==> src/rtl/pc_seq_pkg.sv <==
// Shared encodings for the program-counter sequencer: FSM states, next-PC
// select-mux codes and the default width/vector constants.
package pc_seq_pkg;

    localparam int ADDR_W_DEF    = 17;
    localparam int VEC_RESET_DEF = 200;
    localparam int VEC_IRQ_DEF   = 22;
    localparam int VEC_TRAP_DEF  = 12;

    typedef enum logic [1:0] {
        ST_BOOT   = 2'd0,
        ST_RUN    = 2'd1,
        ST_HALTED = 2'd2,
        ST_FAULT  = 2'd3
    } state_t;

    typedef enum logic [3:0] {
        SEL_INC    = 4'd0,
        SEL_BRANCH = 4'd1,
        SEL_JUMP   = 4'd2,
        SEL_EPC    = 4'd3,
        SEL_IRQ    = 4'd4,
        SEL_TRAP   = 4'd5,
        SEL_RESET  = 4'd6
    } sel_t;

endpackage

==> src/rtl/pc_sequencer_if.sv <==
// Bundle between the pipeline/select-mux side (master) and the sequencer (slave).
interface pc_sequencer_if #(
    parameter int ADDR_W = pc_seq_pkg::ADDR_W_DEF
);
    logic              stall;
    logic              branch;
    logic              jump;
    logic              eret;
    logic              trap;
    logic              irq;
    logic              halt;
    logic [ADDR_W-1:0] next_addr;

    logic [3:0]        selection;
    logic [ADDR_W-1:0] pc;
    logic [ADDR_W-1:0] pc_inc;
    logic [ADDR_W-1:0] epc;
    logic [ADDR_W-1:0] vec_irq;
    logic [ADDR_W-1:0] vec_trap;
    logic [ADDR_W-1:0] vec_reset;
    logic              irq_ack;
    logic              in_isr;
    logic              fault;
    logic [1:0]        state;

    modport master (
        output stall, branch, jump, eret, trap, irq, halt, next_addr,
        input  selection, pc, pc_inc, epc, vec_irq, vec_trap, vec_reset,
               irq_ack, in_isr, fault, state
    );

    modport slave (
        input  stall, branch, jump, eret, trap, irq, halt, next_addr,
        output selection, pc, pc_inc, epc, vec_irq, vec_trap, vec_reset,
               irq_ack, in_isr, fault, state
    );
endinterface

==> src/rtl/pc_seq_decode.sv <==
// Combinational priority decode: picks one action per cycle and turns it into
// a mux select, register load enables and the next FSM state.
module pc_seq_decode
    import pc_seq_pkg::*;
(
    input  state_t state,
    input  logic   in_isr,
    input  logic   stall,
    input  logic   trap,
    input  logic   irq,
    input  logic   eret,
    input  logic   halt,
    input  logic   jump,
    input  logic   branch,
    output sel_t   selection,
    output logic   irq_ack,
    output logic   load_pc,
    output logic   load_epc,
    output logic   set_isr,
    output logic   clr_isr,
    output logic   fault,
    output state_t state_next
);

    logic   act_ack;
    logic   act_pc;
    logic   act_epc;
    logic   act_set;
    logic   act_clr;
    logic   act_fault;
    state_t act_state;

    always_comb begin
        selection = SEL_INC;
        act_ack   = 1'b0;
        act_pc    = 1'b0;
        act_epc   = 1'b0;
        act_set   = 1'b0;
        act_clr   = 1'b0;
        act_fault = 1'b0;
        act_state = state;

        unique case (state)
            ST_BOOT: begin
                selection = SEL_RESET;
                act_pc    = 1'b1;
                act_state = ST_RUN;
            end
            ST_RUN: begin
                if (trap) begin
                    if (!in_isr) begin
                        selection = SEL_TRAP;
                        act_pc    = 1'b1;
                        act_epc   = 1'b1;
                        act_set   = 1'b1;
                    end else begin
                        act_fault = 1'b1;
                        act_state = ST_FAULT;
                    end
                end else if (irq && !in_isr) begin
                    selection = SEL_IRQ;
                    act_ack   = 1'b1;
                    act_pc    = 1'b1;
                    act_epc   = 1'b1;
                    act_set   = 1'b1;
                end else if (eret && in_isr) begin
                    selection = SEL_EPC;
                    act_pc    = 1'b1;
                    act_clr   = 1'b1;
                end else if (halt) begin
                    act_state = ST_HALTED;
                end else if (jump) begin
                    selection = SEL_JUMP;
                    act_pc    = 1'b1;
                end else if (branch) begin
                    selection = SEL_BRANCH;
                    act_pc    = 1'b1;
                end else begin
                    act_pc    = 1'b1;
                end
            end
            ST_HALTED: begin
                // Only an acceptable interrupt wakes the core; traps are ignored here.
                if (irq && !in_isr) begin
                    selection = SEL_IRQ;
                    act_ack   = 1'b1;
                    act_pc    = 1'b1;
                    act_epc   = 1'b1;
                    act_set   = 1'b1;
                    act_state = ST_RUN;
                end
            end
            default: begin
                act_fault = 1'b1;
            end
        endcase

        irq_ack    = act_ack & ~stall;
        load_pc    = act_pc & ~stall;
        load_epc   = act_epc & ~stall;
        set_isr    = act_set & ~stall;
        clr_isr    = act_clr & ~stall;
        fault      = (state == ST_FAULT) | (act_fault & ~stall);
        state_next = stall ? state : act_state;
    end

endmodule

==> src/rtl/pc_sequencer.sv <==
// Program-counter sequencer: holds PC/EPC/ISR/FSM registers and drives the
// external next-PC select mux through the decode block.
module pc_sequencer
    import pc_seq_pkg::*;
#(
    parameter int ADDR_W    = ADDR_W_DEF,
    parameter int VEC_RESET = VEC_RESET_DEF,
    parameter int VEC_IRQ   = VEC_IRQ_DEF,
    parameter int VEC_TRAP  = VEC_TRAP_DEF
) (
    input  logic           clk,
    input  logic           rst_n,
    pc_sequencer_if.slave  bus
);

    logic [ADDR_W-1:0] pc_reg;
    logic [ADDR_W-1:0] epc_reg;
    logic              in_isr_reg;
    state_t            state_reg;

    sel_t              selection;
    state_t            state_next;
    logic              irq_ack;
    logic              load_pc;
    logic              load_epc;
    logic              set_isr;
    logic              clr_isr;
    logic              fault;

    pc_seq_decode u_decode (
        .state      (state_reg),
        .in_isr     (in_isr_reg),
        .stall      (bus.stall),
        .trap       (bus.trap),
        .irq        (bus.irq),
        .eret       (bus.eret),
        .halt       (bus.halt),
        .jump       (bus.jump),
        .branch     (bus.branch),
        .selection  (selection),
        .irq_ack    (irq_ack),
        .load_pc    (load_pc),
        .load_epc   (load_epc),
        .set_isr    (set_isr),
        .clr_isr    (clr_isr),
        .fault      (fault),
        .state_next (state_next)
    );

    always_ff @(posedge clk or negedge rst_n) begin
        if (!rst_n) begin
            state_reg  <= ST_BOOT;
            pc_reg     <= '0;
            epc_reg    <= '0;
            in_isr_reg <= 1'b0;
        end else begin
            state_reg <= state_next;
            if (load_pc) begin
                pc_reg <= bus.next_addr;
            end
            // EPC captures the current PC so the interrupted instruction re-executes.
            if (load_epc) begin
                epc_reg <= pc_reg;
            end
            if (set_isr) begin
                in_isr_reg <= 1'b1;
            end else if (clr_isr) begin
                in_isr_reg <= 1'b0;
            end
        end
    end

    assign bus.selection = selection;
    assign bus.irq_ack   = irq_ack;
    assign bus.fault     = fault;
    assign bus.pc        = pc_reg;
    assign bus.pc_inc    = pc_reg + {{(ADDR_W-1){1'b0}}, 1'b1};
    assign bus.epc       = epc_reg;
    assign bus.in_isr    = in_isr_reg;
    assign bus.state     = state_reg;
    assign bus.vec_irq   = ADDR_W'(VEC_IRQ);
    assign bus.vec_trap  = ADDR_W'(VEC_TRAP);
    assign bus.vec_reset = ADDR_W'(VEC_RESET);

endmodule

==> src/flat_wrapper.sv <==
// flat-port wrapper written by rule: the top's interface ports become plain ports
module pc_sequencer_flat import pc_seq_pkg::*;
#(
    parameter int ADDR_W    = ADDR_W_DEF,
    parameter int VEC_RESET = VEC_RESET_DEF,
    parameter int VEC_IRQ   = VEC_IRQ_DEF,
    parameter int VEC_TRAP  = VEC_TRAP_DEF
)
  (clk, rst_n, bus_stall, bus_branch, bus_jump, bus_eret, bus_trap, bus_irq, bus_halt, bus_next_addr, bus_selection, bus_pc, bus_pc_inc, bus_epc, bus_vec_irq, bus_vec_trap, bus_vec_reset, bus_irq_ack, bus_in_isr, bus_fault, bus_state);
  pc_sequencer_if #(.ADDR_W(ADDR_W)) bus_i ();
  input  logic clk;
  input  logic rst_n;
  input wire logic [$bits(bus_i.stall)-1:0] bus_stall;
  input wire logic [$bits(bus_i.branch)-1:0] bus_branch;
  input wire logic [$bits(bus_i.jump)-1:0] bus_jump;
  input wire logic [$bits(bus_i.eret)-1:0] bus_eret;
  input wire logic [$bits(bus_i.trap)-1:0] bus_trap;
  input wire logic [$bits(bus_i.irq)-1:0] bus_irq;
  input wire logic [$bits(bus_i.halt)-1:0] bus_halt;
  input wire logic [$bits(bus_i.next_addr)-1:0] bus_next_addr;
  output wire logic [$bits(bus_i.selection)-1:0] bus_selection;
  output wire logic [$bits(bus_i.pc)-1:0] bus_pc;
  output wire logic [$bits(bus_i.pc_inc)-1:0] bus_pc_inc;
  output wire logic [$bits(bus_i.epc)-1:0] bus_epc;
  output wire logic [$bits(bus_i.vec_irq)-1:0] bus_vec_irq;
  output wire logic [$bits(bus_i.vec_trap)-1:0] bus_vec_trap;
  output wire logic [$bits(bus_i.vec_reset)-1:0] bus_vec_reset;
  output wire logic [$bits(bus_i.irq_ack)-1:0] bus_irq_ack;
  output wire logic [$bits(bus_i.in_isr)-1:0] bus_in_isr;
  output wire logic [$bits(bus_i.fault)-1:0] bus_fault;
  output wire logic [$bits(bus_i.state)-1:0] bus_state;
  assign bus_i.stall = bus_stall;
  assign bus_i.branch = bus_branch;
  assign bus_i.jump = bus_jump;
  assign bus_i.eret = bus_eret;
  assign bus_i.trap = bus_trap;
  assign bus_i.irq = bus_irq;
  assign bus_i.halt = bus_halt;
  assign bus_i.next_addr = bus_next_addr;
  assign bus_selection = bus_i.selection;
  assign bus_pc = bus_i.pc;
  assign bus_pc_inc = bus_i.pc_inc;
  assign bus_epc = bus_i.epc;
  assign bus_vec_irq = bus_i.vec_irq;
  assign bus_vec_trap = bus_i.vec_trap;
  assign bus_vec_reset = bus_i.vec_reset;
  assign bus_irq_ack = bus_i.irq_ack;
  assign bus_in_isr = bus_i.in_isr;
  assign bus_fault = bus_i.fault;
  assign bus_state = bus_i.state;
  pc_sequencer #(.ADDR_W(ADDR_W), .VEC_RESET(VEC_RESET), .VEC_IRQ(VEC_IRQ), .VEC_TRAP(VEC_TRAP)) u_core (.clk(clk), .rst_n(rst_n), .bus(bus_i));
endmodule
==> config.mk <==
export PLATFORM = sky130hd
export DESIGN_NAME = pc_sequencer_flat
export DESIGN_NICKNAME = d
export VERILOG_FILES = /design/src/rtl/pc_seq_pkg.sv /design/src/rtl/pc_sequencer_if.sv /design/src/rtl/pc_seq_decode.sv /design/src/rtl/pc_sequencer.sv /design/src/flat_wrapper.sv
export SDC_FILE = /design/constraint.sdc
export NUM_CORES = 1
export LEC_CHECK = 0
export BUFFER_PORTS_ARGS = -buffer_cell sky130_fd_sc_hd__buf_2
export CAP_MARGIN = 20
export CELL_PAD_IN_SITES_DETAIL_PLACEMENT = 2
export CELL_PAD_IN_SITES_GLOBAL_PLACEMENT = 2
export CORE_AREA = 2 2 99 101
export DETAILED_ROUTE_END_ITERATION = 10
export DIE_AREA = 0 0 101 103
export PLACE_DENSITY_LB_ADDON = 0.1
export SLEW_MARGIN = 40
export SYNTH_ARGS = -nofsm -noshare
export SYNTH_HDL_FRONTEND = slang
export SYNTH_HIERARCHICAL = 1
export SYNTH_SLANG_ARGS = --single-unit
==> constraint.sdc <==
create_clock -name clk -period 5.65 [get_ports clk]
set_input_delay 0 -clock clk [delete_from_list [all_inputs] [get_ports clk]]
set_output_delay 0 -clock clk [all_outputs]
set_load 0.01 [all_outputs]
==> results.py, run 1 <==
metrics = {
    "placement": {
        "routabilityCongestion": 0.727,
        "dp_hpwl_um": 4920,
        "place_ws_ns": 3.39,
        "placedInstanceArea_um2": 2780,
        "io_buffers": 84,
    },
    "detailed_routing": {
        "vias_per_cell": 4.20,
        "postRouteAntennaNets": 0,
        "drtIter0Drc": 34,
        "drt-total-wl_um": 6830,
        "drtPass1Iterations": 2,
        "dr_total_vias": 1872,
        "wl_per_cell_um": 15.3,
        "drc": 0,
    },
    "floorplan": {
        "coreArea_um2": 9460,
        "fp.dieH_um": 103,
        "start_util_pct": 25.9,
        "core.rowCount": 36,
        "ios": 137,
        "die_w_um": 101,
        "die_area_um2": 10400,
    },
    "clocking": {
        "clock-sinks": 37,
        "htree_levels": 2,
        "post_cts_resized": 0,
        "ctsLongestPathBuffers": 2,
        "cts_root_buf": "clkbuf_8",
        "clock_latency_ns": 0.28,
        "hold_buffers": 18,
        "postCtsSetupBuffers": 0,
        "numCtsBuffers": 5,
        "path_clk_slew_ns": 0.07,
        "cts_tree": "yes",
    },
    "logic_synthesis": {
        "yosysSeqAreaShare_pct": 37.8,
        "synth_compound_area_share_pct": 6.43,
        "synth_edf_count": 0,
        "yosys.area_share.simple_pct": 14.6,
        "avgSynthCellArea_um2": 10.5,
        "synthesis.area_um2": 2450,
        "yosysUniqueCellTypes": 42,
        "synthAdderAreaFrac_pct": 2.55,
        "synth_mux_area_share_pct": 13.8,
        "synth_xor_area_share_pct": 5.36,
        "ys_warn_count": 6,
        "synth_top_family_by_area": "buffers and inverters",
        "synth_seq_cells": 37,
        "yosysTopAreaCellShare_pct": 37.8,
        "synth_area_leaders": "dfrtp_1 (38%), buf_4 (17%), mux2_2 (14%)",
        "ys.flop_type": "dfrtp_1",
        "synthCells": 234,
        "synth_top_cell_by_area": "dfrtp_1",
        "synthArstFlopShare_pct": 100,
    },
    "worst_setup_path": {
        "worstPathRequired_ns": 5.82,
        "critPathCaptureType": "register",
        "criticalPathCategory": "reg -> reg",
        "slowest_delay_ns": 0.52,
        "path_delay_family": "simple AND/OR/NAND/NOR gates",
        "crit_end": "u_core/bus.epc[7]",
        "cp-start-kind": "register",
        "ff2ff_setup_slack_ns": 3.39,
        "r2r_cells": 6,
        "reg2reg_from": "u_core/bus.state[1]",
        "crit_arrival_ns": 2.44,
        "critPathLaunch": "u_core/bus.state[1]",
        "crit_chain": "inv_1 -> ha_1 -> o21ai_1 -> a21oi_1 -> and3b_2 -> mux2_2",
        "cp.depth": 6,
        "cpMaxStageDelayCell": "and3b_2",
        "timing.rr.end": "u_core/bus.epc[7]",
        "crit_fanout": 18,
        "critical_path_buf_inv_count": 1,
    },
    "worst_hold_path": {
        "hold_class": "in -> reg",
    },
    "global_route": {
        "grt_max_degree": 38,
        "grt_pass1_vias": 1891,
        "grt_use_total_pct": 12.9,
        "grt_pass1_wl_um": 10400,
        "gr-total-overflow": 0,
        "antenna_found_initial": 0,
    },
    "power": {
        "max-vdd-ir-drop_mv": 0.145,
        "p_leak_nw": 1.50,
        "power.share.combinational_pct": 52.9,
        "p_int_mw": 0.878,
        "power.share.switching_pct": 45.0,
        "p_seq_share_pct": 36.3,
        "power_density_nw_per_um2": 526,
        "p_sw_mw": 0.718,
        "clockPowerShare_pct": 10.8,
    },
    "timing": {
        "worst_slack_ns": 3.39,
        "fin_crit_ns": 2.26,
        "whs_ns": 0.109,
        "setup_viol_count_final": 0,
        "fin_crit_sh_pct": 40.1,
        "drv_slew": 0,
        "setup_tns_ns": 0,
        "hold_viol": 0,
        "rsz0062_at_grt": "no",
        "fmax_mhz": 442,
        "skew_ns": 0.00661,
    },
    "job": {
        "maxCapViolations": 0,
    },
    "cells_and_area": {
        "area_growth_pct": 23.6,
        "final_common_cell": "buf_2",
        "nets": 364,
        "final_layout_size_suffix_gt1_share_pct": 41.0,
        "design_area_um2": 3030,
        "antenna_cells": 0,
        "layout_common_cells": "buf_2 (83), conb_1 (52), dfrtp_1 (37), mux2_2 (30), dlygate4sd3_1 (18)",
    },
    "outcome": {
        "outcome": "finished clean",
    },
}
==> stage by stage <==
stage               total power [mW]  instances  utilization, %
floorplan                       1.09        283               -
global placement                1.41        422            29.3
detailed placement              1.44        422            29.4
CTS                             1.63        446            32.1
global route                    1.73        446            32.1
finish                          1.60        446            32.1
==> power groups by stage <==
stage                     Clock [mW]  Sequential, mW  Combinational [mW]
final                          0.173           0.579               0.844
after detailed placement           0           0.590               0.846
after floorplan                    0           0.597               0.492
after global placement             0           0.581               0.833
after global routing           0.193           0.609               0.932
after CTS                      0.183           0.586               0.860
==> kinds of logic (layout without fill, tap and decap cells) <==
| group | count (synthesis) | count (layout) |
|---|---|---|
| AOI/OAI and AO/OA | 22 | 22 |
| xor gates and xnor gates | 15 | 15 |
| adders and majority gates | 5 | 5 |
| buffers and inverters | 68 | 117 |
| DFF | 37 | 37 |
| muxes | 30 | 30 |
| other | 3 | 52 |
| and+or+nand+nor | 54 | 54 |
==> layout make-up <==
class | count | area [um^2]
Inverter | 8 | 30.0
Clock inverter | 1 | 5.00
Sequential cell | 37 | 926
Clock buffer | 5 | 68.8
Multi-Input combinational cell | 178 | 1250
Fill cell | 1076 | 6430
Timing Repair Buffer | 103 | 611
Tap cell | 114 | 143
==> how the worst min path moves through the flow <==
stage	depth (start not counted)	from	end
floorplan	0	rst_n	u_core/bus.epc[0]
global placement	1	rst_n	u_core/bus.pc[14]
detailed placement	1	rst_n	u_core/bus.pc[14]
CTS	4	bus_stall	u_core/bus.in_isr
global route	4	bus_stall	u_core/bus.in_isr
finish	4	bus_stall	u_core/bus.in_isr
==> cell usage after synthesis (2+ instances only) <==
| cell type | instances |
|---|---|
| nand4_2 | 2 |
| o21ai_0 | 4 |
| xor2_1 | 11 |
| a21oi_1 | 7 |
| buf_2 | 4 |
| nand3_1 | 5 |
| xnor2_1 | 4 |
| ha_1 | 5 |
| buf_4 | 55 |
| mux2_2 | 30 |
| inv_1 | 8 |
| nor4_2 | 3 |
| dfrtp_1 | 37 |
| nor3b_1 | 2 |
| nor3_1 | 6 |
| nor2_1 | 10 |
| conb_1 | 3 |
| nand2b_1 | 4 |
| nand2_1 | 10 |
| a21o_1 | 2 |
==> layer usage <==
| metal | vias to the layer above | global-route usage (%) | routed length (um) |
|---|---|---|---|
| met3 | 5 | 2.44 | 452 |
| met1 | 903 | 16.6 | 2920 |
| met2 | 83 | 22.3 | 3400 |
| li1 | 881 | - | - |
| met4 | 0 | 3.43 | 59 |
| met5 | - | 0 | 0 |
==> worst min-delay path: cells and delay by family <==
family                 cells  cell delay (ns)
buffers and inverters      2             0.19
AO/OA/AOI/OAI              1             0.09
AND/OR/NAND/NOR            1             0.07
(Power assumes the default switching activity.)
==> run 2, diff against run 1 <==
--- a/config.mk
+++ b/config.mk
@@ -9,9 +9,9 @@
 export CAP_MARGIN = 20
 export CELL_PAD_IN_SITES_DETAIL_PLACEMENT = 2
 export CELL_PAD_IN_SITES_GLOBAL_PLACEMENT = 2
-export CORE_AREA = 2 2 99 101
+export CORE_AREA = 2 2 107 109
 export DETAILED_ROUTE_END_ITERATION = 10
-export DIE_AREA = 0 0 101 103
+export DIE_AREA = 0 0 109 111
 export PLACE_DENSITY_LB_ADDON = 0.1
 export SLEW_MARGIN = 40
 export SYNTH_ARGS = -nofsm -noshare
==> constraint.sdc (replaced) <==
create_clock -name clk -period 2 [get_ports clk]
set_input_delay 0 -clock clk [delete_from_list [all_inputs] [get_ports clk]]
set_output_delay 0 -clock clk [all_outputs]
set_load 0.01 [all_outputs]
==> results.py, run 2 (synthesized netlist as in run 1, its figures left out) <==
metrics = {
    "power": {
        "p_sw_mw": 2.09,
        "clockPowerShare_pct": 18.4,
        "p_leak_nw": 1.62,
        "power.share.switching_pct": 41.3,
        "power.share.combinational_pct": 50.1,
        "p_seq_share_pct": 31.5,
        "p_int_mw": 2.98,
        "max-vdd-ir-drop_mv": 0.631,
        "power_density_nw_per_um2": 1540,
    },
    "detailed_routing": {
        "drtIter0Drc": 13,
        "drt-total-wl_um": 6850,
        "wl_per_cell_um": 14.1,
        "dr_total_vias": 1933,
        "vias_per_cell": 3.97,
        "drc": 0,
        "postRouteAntennaNets": 0,
        "drtPass1Iterations": 4,
    },
    "clocking": {
        "cts_root_buf": "clkbuf_16",
        "clock_latency_ns": 0.28,
        "cts_tree": "yes",
        "ctsLongestPathBuffers": 2,
        "numCtsBuffers": 5,
        "path_clk_slew_ns": 0.06,
        "postCtsSetupBuffers": 0,
        "htree_levels": 2,
        "clock-sinks": 37,
    },
    "global_route": {
        "grt_pass1_vias": 2006,
        "antenna_found_initial": 0,
        "grt_max_degree": 22,
        "gr-total-overflow": 0,
        "grt_use_total_pct": 11.5,
        "grt.met2_usage_pct": 19.5,
        "grt_use_met1_pct": 14.5,
        "met3_usage_pct": 2.59,
        "top_usage_layer": "met2",
        "grt_pass1_wl_um": 10800,
    },
    "floorplan": {
        "coreArea_um2": 11100,
        "core.rowCount": 39,
        "fp.dieH_um": 111,
        "start_util_pct": 22.1,
        "ios": 137,
        "die_area_um2": 12100,
        "die_w_um": 109,
    },
    "worst_setup_path": {
        "critPathCaptureType": "register",
        "crit_arrival_ns": 2.05,
        "criticalPathCategory": "reg -> reg",
        "crit_fanout": 9,
        "cp-start-kind": "register",
        "worstPathRequired_ns": 2.16,
    },
    "cells_and_area": {
        "area_growth_pct": 34.0,
        "final_layout_size_suffix_gt1_share_pct": 43.3,
        "final_common_cell": "buf_2",
        "layout_common_cells": "buf_2 (84), conb_1 (52), dfrtp_1 (37), mux2_2 (30), dlygate4sd3_1 (18)",
        "design_area_um2": 3290,
        "nets": 374,
        "antenna_cells": 0,
        "fillCellCount": 1251,
    },
    "worst_hold_path": {
        "hold_class": "in -> reg",
    },
    "outcome": {
        "outcome": "finished clean",
    },
    "timing": {
        "hold_viol": 0,
        "drv_slew": 0,
        "skew_ns": 0.00710,
        "fmax_mhz": 530,
        "whs_ns": 0.142,
        "setup_viol_count_final": 0,
        "setup_tns_ns": 0,
        "fin_crit_ns": 1.89,
        "fin_crit_sh_pct": 94.3,
        "slew_headroom_pct": 64.2,
        "worst_slew_pin_slew_ns": 0.537,
        "rsz0062_at_grt": "yes",
    },
    "placement": {
        "placedInstanceArea_um2": 2900,
        "routabilityCongestion": 0.744,
        "dp_hpwl_um": 5260,
        "io_buffers": 84,
    },
    "job": {
        "maxCapViolations": 0,
    },
}
[run 2: timing repair]
action / in CTS / in global routing
setup endpoints to repair: 0 / 33
hold buffers: 18 / 0
resized for setup: 0 / 7
hold endpoints to repair: 36 / 0
[run 2: final timing paths]
path                                      from  slack (ns)  cells past startpoint                  to
min                                  bus_stall        0.14                      4   u_core/bus.in_isr
max in group asynchronous                rst_n        1.22                      3   u_core/bus.in_isr
min reg2reg                 u_core/bus.epc[16]        0.50                      1  u_core/bus.epc[16]
max                        u_core/bus.state[1]        0.11                      6    u_core/bus.pc[2]
max reg2reg                u_core/bus.state[1]        0.11                      6    u_core/bus.pc[2]
min in group asynchronous                rst_n        0.24                      2   u_core/bus.pc[11]
[run 2: per-layer routing]
layer  share of wire, %  vias to the layer above
li1                   -                      903
met1                 43                      952
met2                 50                       72
met3                6.6                        6
met4                1.0                        0
met5                  0                        -
[run 2: area by class of cell]
class | count | area, um^2 | area share [%]
tap | 143 | 179 | 5.45
clock inverter | 1 | 30.0 | 0.914
timing repair buffer | 113 | 699 | 21.3
sequential | 37 | 926 | 28.2
multi-input combinational | 178 | 1280 | 38.9
clock buffer | 7 | 143 | 4.34
inverter | 8 | 30.0 | 0.914
[run 2: worst max-delay path: stages (launching register included)]
cell	delay, ns
dfrtp_1	0.38
buf_4	0.15
ha_1	0.24
or2_4	0.29
a21oi_2	0.16
buf_4	0.21
mux2_2	0.35
[run 2: power by group through the flow]
stage	Combinational (mW)	Sequential [mW]	Clock [mW]
after floorplan	1.40	1.69	0
after global placement	2.50	1.62	0
after detailed placement	2.52	1.62	0
after CTS	2.56	1.61	0.968
after global routing	2.83	1.69	0.987
final	2.54	1.60	0.933
[run 2: metrics by stage]
step	std cells	utilization, %	power (mW)	setup WS, ns
CTS	487	29.3	5.14	0.00365
finish	487	29.7	5.07	0.115
detailed placement	461	26.2	4.14	0.0224
global placement	461	26.2	4.12	0.0599
floorplan	283	-	3.08	0.00679
global route	487	29.7	5.50	-0.0134
==> run 3, diff against run 2 <==
--- a/config.mk
+++ b/config.mk
@@ -9,9 +9,9 @@
 export CAP_MARGIN = 20
 export CELL_PAD_IN_SITES_DETAIL_PLACEMENT = 2
 export CELL_PAD_IN_SITES_GLOBAL_PLACEMENT = 2
-export CORE_AREA = 2 2 107 109
+export CORE_AREA = 2 2 112 103
 export DETAILED_ROUTE_END_ITERATION = 10
-export DIE_AREA = 0 0 109 111
+export DIE_AREA = 0 0 114 105
 export PLACE_DENSITY_LB_ADDON = 0.1
 export SLEW_MARGIN = 40
 export SYNTH_ARGS = -nofsm -noshare
==> results.py, run 3 (synthesized netlist as in run 1, its figures left out) <==
metrics = {
    "global_route": {
        "grt_pass1_vias": 1959,
        "grt_pass1_wl_um": 10900,
        "antenna_found_initial": 0,
        "grt_max_degree": 38,
        "grt_use_met1_pct": 15.3,
        "grt_use_total_pct": 11.5,
        "top_usage_layer": "met2",
        "met3_usage_pct": 2.03,
        "gr-total-overflow": 0,
        "grt.met2_usage_pct": 19.3,
    },
    "detailed_routing": {
        "wl_per_cell_um": 14.3,
        "postRouteAntennaNets": 0,
        "drt-total-wl_um": 6820,
        "drtPass1Iterations": 4,
        "vias_per_cell": 4.00,
        "drc": 0,
        "drtIter0Drc": 41,
        "dr_total_vias": 1904,
    },
    "timing": {
        "fin_crit_sh_pct": 92.4,
        "fin_crit_ns": 1.85,
        "fmax_mhz": 541,
        "whs_ns": 0.139,
        "skew_ns": 0.00316,
        "hold_viol": 0,
        "rsz0062_at_grt": "no",
        "drv_slew": 0,
        "setup_tns_ns": 0,
        "worst_slack_ns": 0.152,
        "setup_viol_count_final": 0,
    },
    "cells_and_area": {
        "final_cells": 476,
        "layout_common_cells": "buf_2 (83), conb_1 (52), dfrtp_1 (37), mux2_2 (30), dlygate4sd3_1 (18)",
        "final_layout_size_suffix_gt1_share_pct": 42.9,
        "area_growth_pct": 33.3,
        "nets": 373,
        "final_common_cell": "buf_2",
        "antenna_cells": 0,
        "fillCellCount": 1212,
    },
    "worst_setup_path": {
        "critical_path_buf_inv_count": 1,
        "path_delay_family": "compound AO/OA/AOI/OAI gates",
        "slowest_delay_ns": 0.44,
        "ff2ff_setup_slack_ns": 0.15,
        "critPathCaptureType": "register",
        "crit_end": "u_core/bus.pc[3]",
        "criticalPathCategory": "reg -> reg",
        "timing.rr.end": "u_core/bus.pc[3]",
        "critPathLaunch": "u_core/bus.in_isr",
        "cpMaxStageDelayCell": "dfrtp_1",
        "cp-start-kind": "register",
        "crit_fanout": 21,
        "reg2reg_from": "u_core/bus.in_isr",
        "crit_arrival_ns": 2.01,
        "cp.depth": 6,
        "worstPathRequired_ns": 2.16,
        "r2r_cells": 6,
        "crit_chain": "and2b_4 -> o41ai_4 -> a21o_1 -> a21oi_2 -> buf_12 -> mux2_2",
    },
    "floorplan": {
        "die_w_um": 114,
        "die_area_um2": 12000,
        "ios": 137,
        "fp.dieH_um": 105,
        "coreArea_um2": 10700,
        "start_util_pct": 22.9,
        "core.rowCount": 36,
    },
    "clocking": {
        "ctsLongestPathBuffers": 2,
        "cts_root_buf": "clkbuf_16",
        "path_clk_slew_ns": 0.06,
        "clock_latency_ns": 0.28,
        "cts_tree": "yes",
        "clock-sinks": 37,
        "htree_levels": 2,
        "numCtsBuffers": 5,
    },
    "job": {
        "maxCapViolations": 0,
    },
    "power": {
        "p_sw_mw": 2.11,
        "p_int_mw": 3.02,
        "power.share.switching_pct": 41.2,
        "p_leak_nw": 1.60,
        "max-vdd-ir-drop_mv": 0.502,
        "p_total_mw": 5.13,
        "clockPowerShare_pct": 17.9,
        "p_seq_share_pct": 30.9,
        "power_density_nw_per_um2": 1570,
        "power.share.combinational_pct": 51.2,
    },
    "placement": {
        "place_ws_ns": -0.00528,
        "routabilityCongestion": 0.757,
        "placedCellCount": 450,
        "dp_hpwl_um": 5190,
        "io_buffers": 84,
    },
    "worst_hold_path": {
        "hold_class": "in -> reg",
        "hp-start": "bus_stall",
    },
    "outcome": {
        "outcome": "finished clean",
    },
}
## run 3: metrics by stage
| step | util, % | instance area (um^2) |
|---|---|---|
| finish | 30.5 | 3270 |
| global route | 30.5 | 3270 |
| CTS | 30.3 | 3250 |
| detailed placement | 27.0 | 2890 |
| global placement | 27.0 | 2890 |
| floorplan | - | 2640 |
## run 3: worst min-delay path by stage
stage / cells past startpoint / to / slack, ns
global placement: 1 / u_core/bus.pc[10] / 0.17
floorplan: 0 / u_core/bus.epc[0] / -0.30
CTS: 4 / u_core/bus.in_isr / 0.14
global route: 4 / u_core/bus.in_isr / 0.20
finish: 4 / u_core/bus.in_isr / 0.14
detailed placement: 1 / u_core/bus.pc[11] / 0.009
## run 3: tightest hold or removal path: stages
cell,delay [ns]
buf_2,0.14
nor3b_1,0.07
inv_1,0.07
a21o_1,0.10
## run 3: timing repair
item	in CTS	in global routing
setup buffers	0	0
hold buffers	18	0
endpoints found under the hold margin	54	0
resized for setup	1	2
setup endpoints to repair	14	8
pin swaps	0	0
## run 3: power groups by stage
stage	Clock, mW	Sequential [mW]	Combinational, mW
floorplan	0	1.69	1.40
global placement	0	1.60	2.58
detailed placement	0	1.61	2.62
CTS	0.961	1.59	2.66
global route	0.992	1.67	2.88
finish	0.919	1.58	2.62
## run 3: cell type report
type / count / area (um^2) / area share (%)
clock inverters: 2 / 37.5 / 1.15
flip-flops and latches: 37 / 926 / 28.3
well taps: 133 / 166 / 5.09
inverters: 8 / 30.0 / 0.918
clock buffers: 6 / 139 / 4.25
repair buffers: 112 / 703 / 21.5
multi-input cells: 178 / 1270 / 38.8
## run 3: metal layers
layer	up-vias	part of all wire, %
li1	907	-
met3	2	5.2
met5	-	0
met2	76	50
met4	0	0.56
met1	919	45
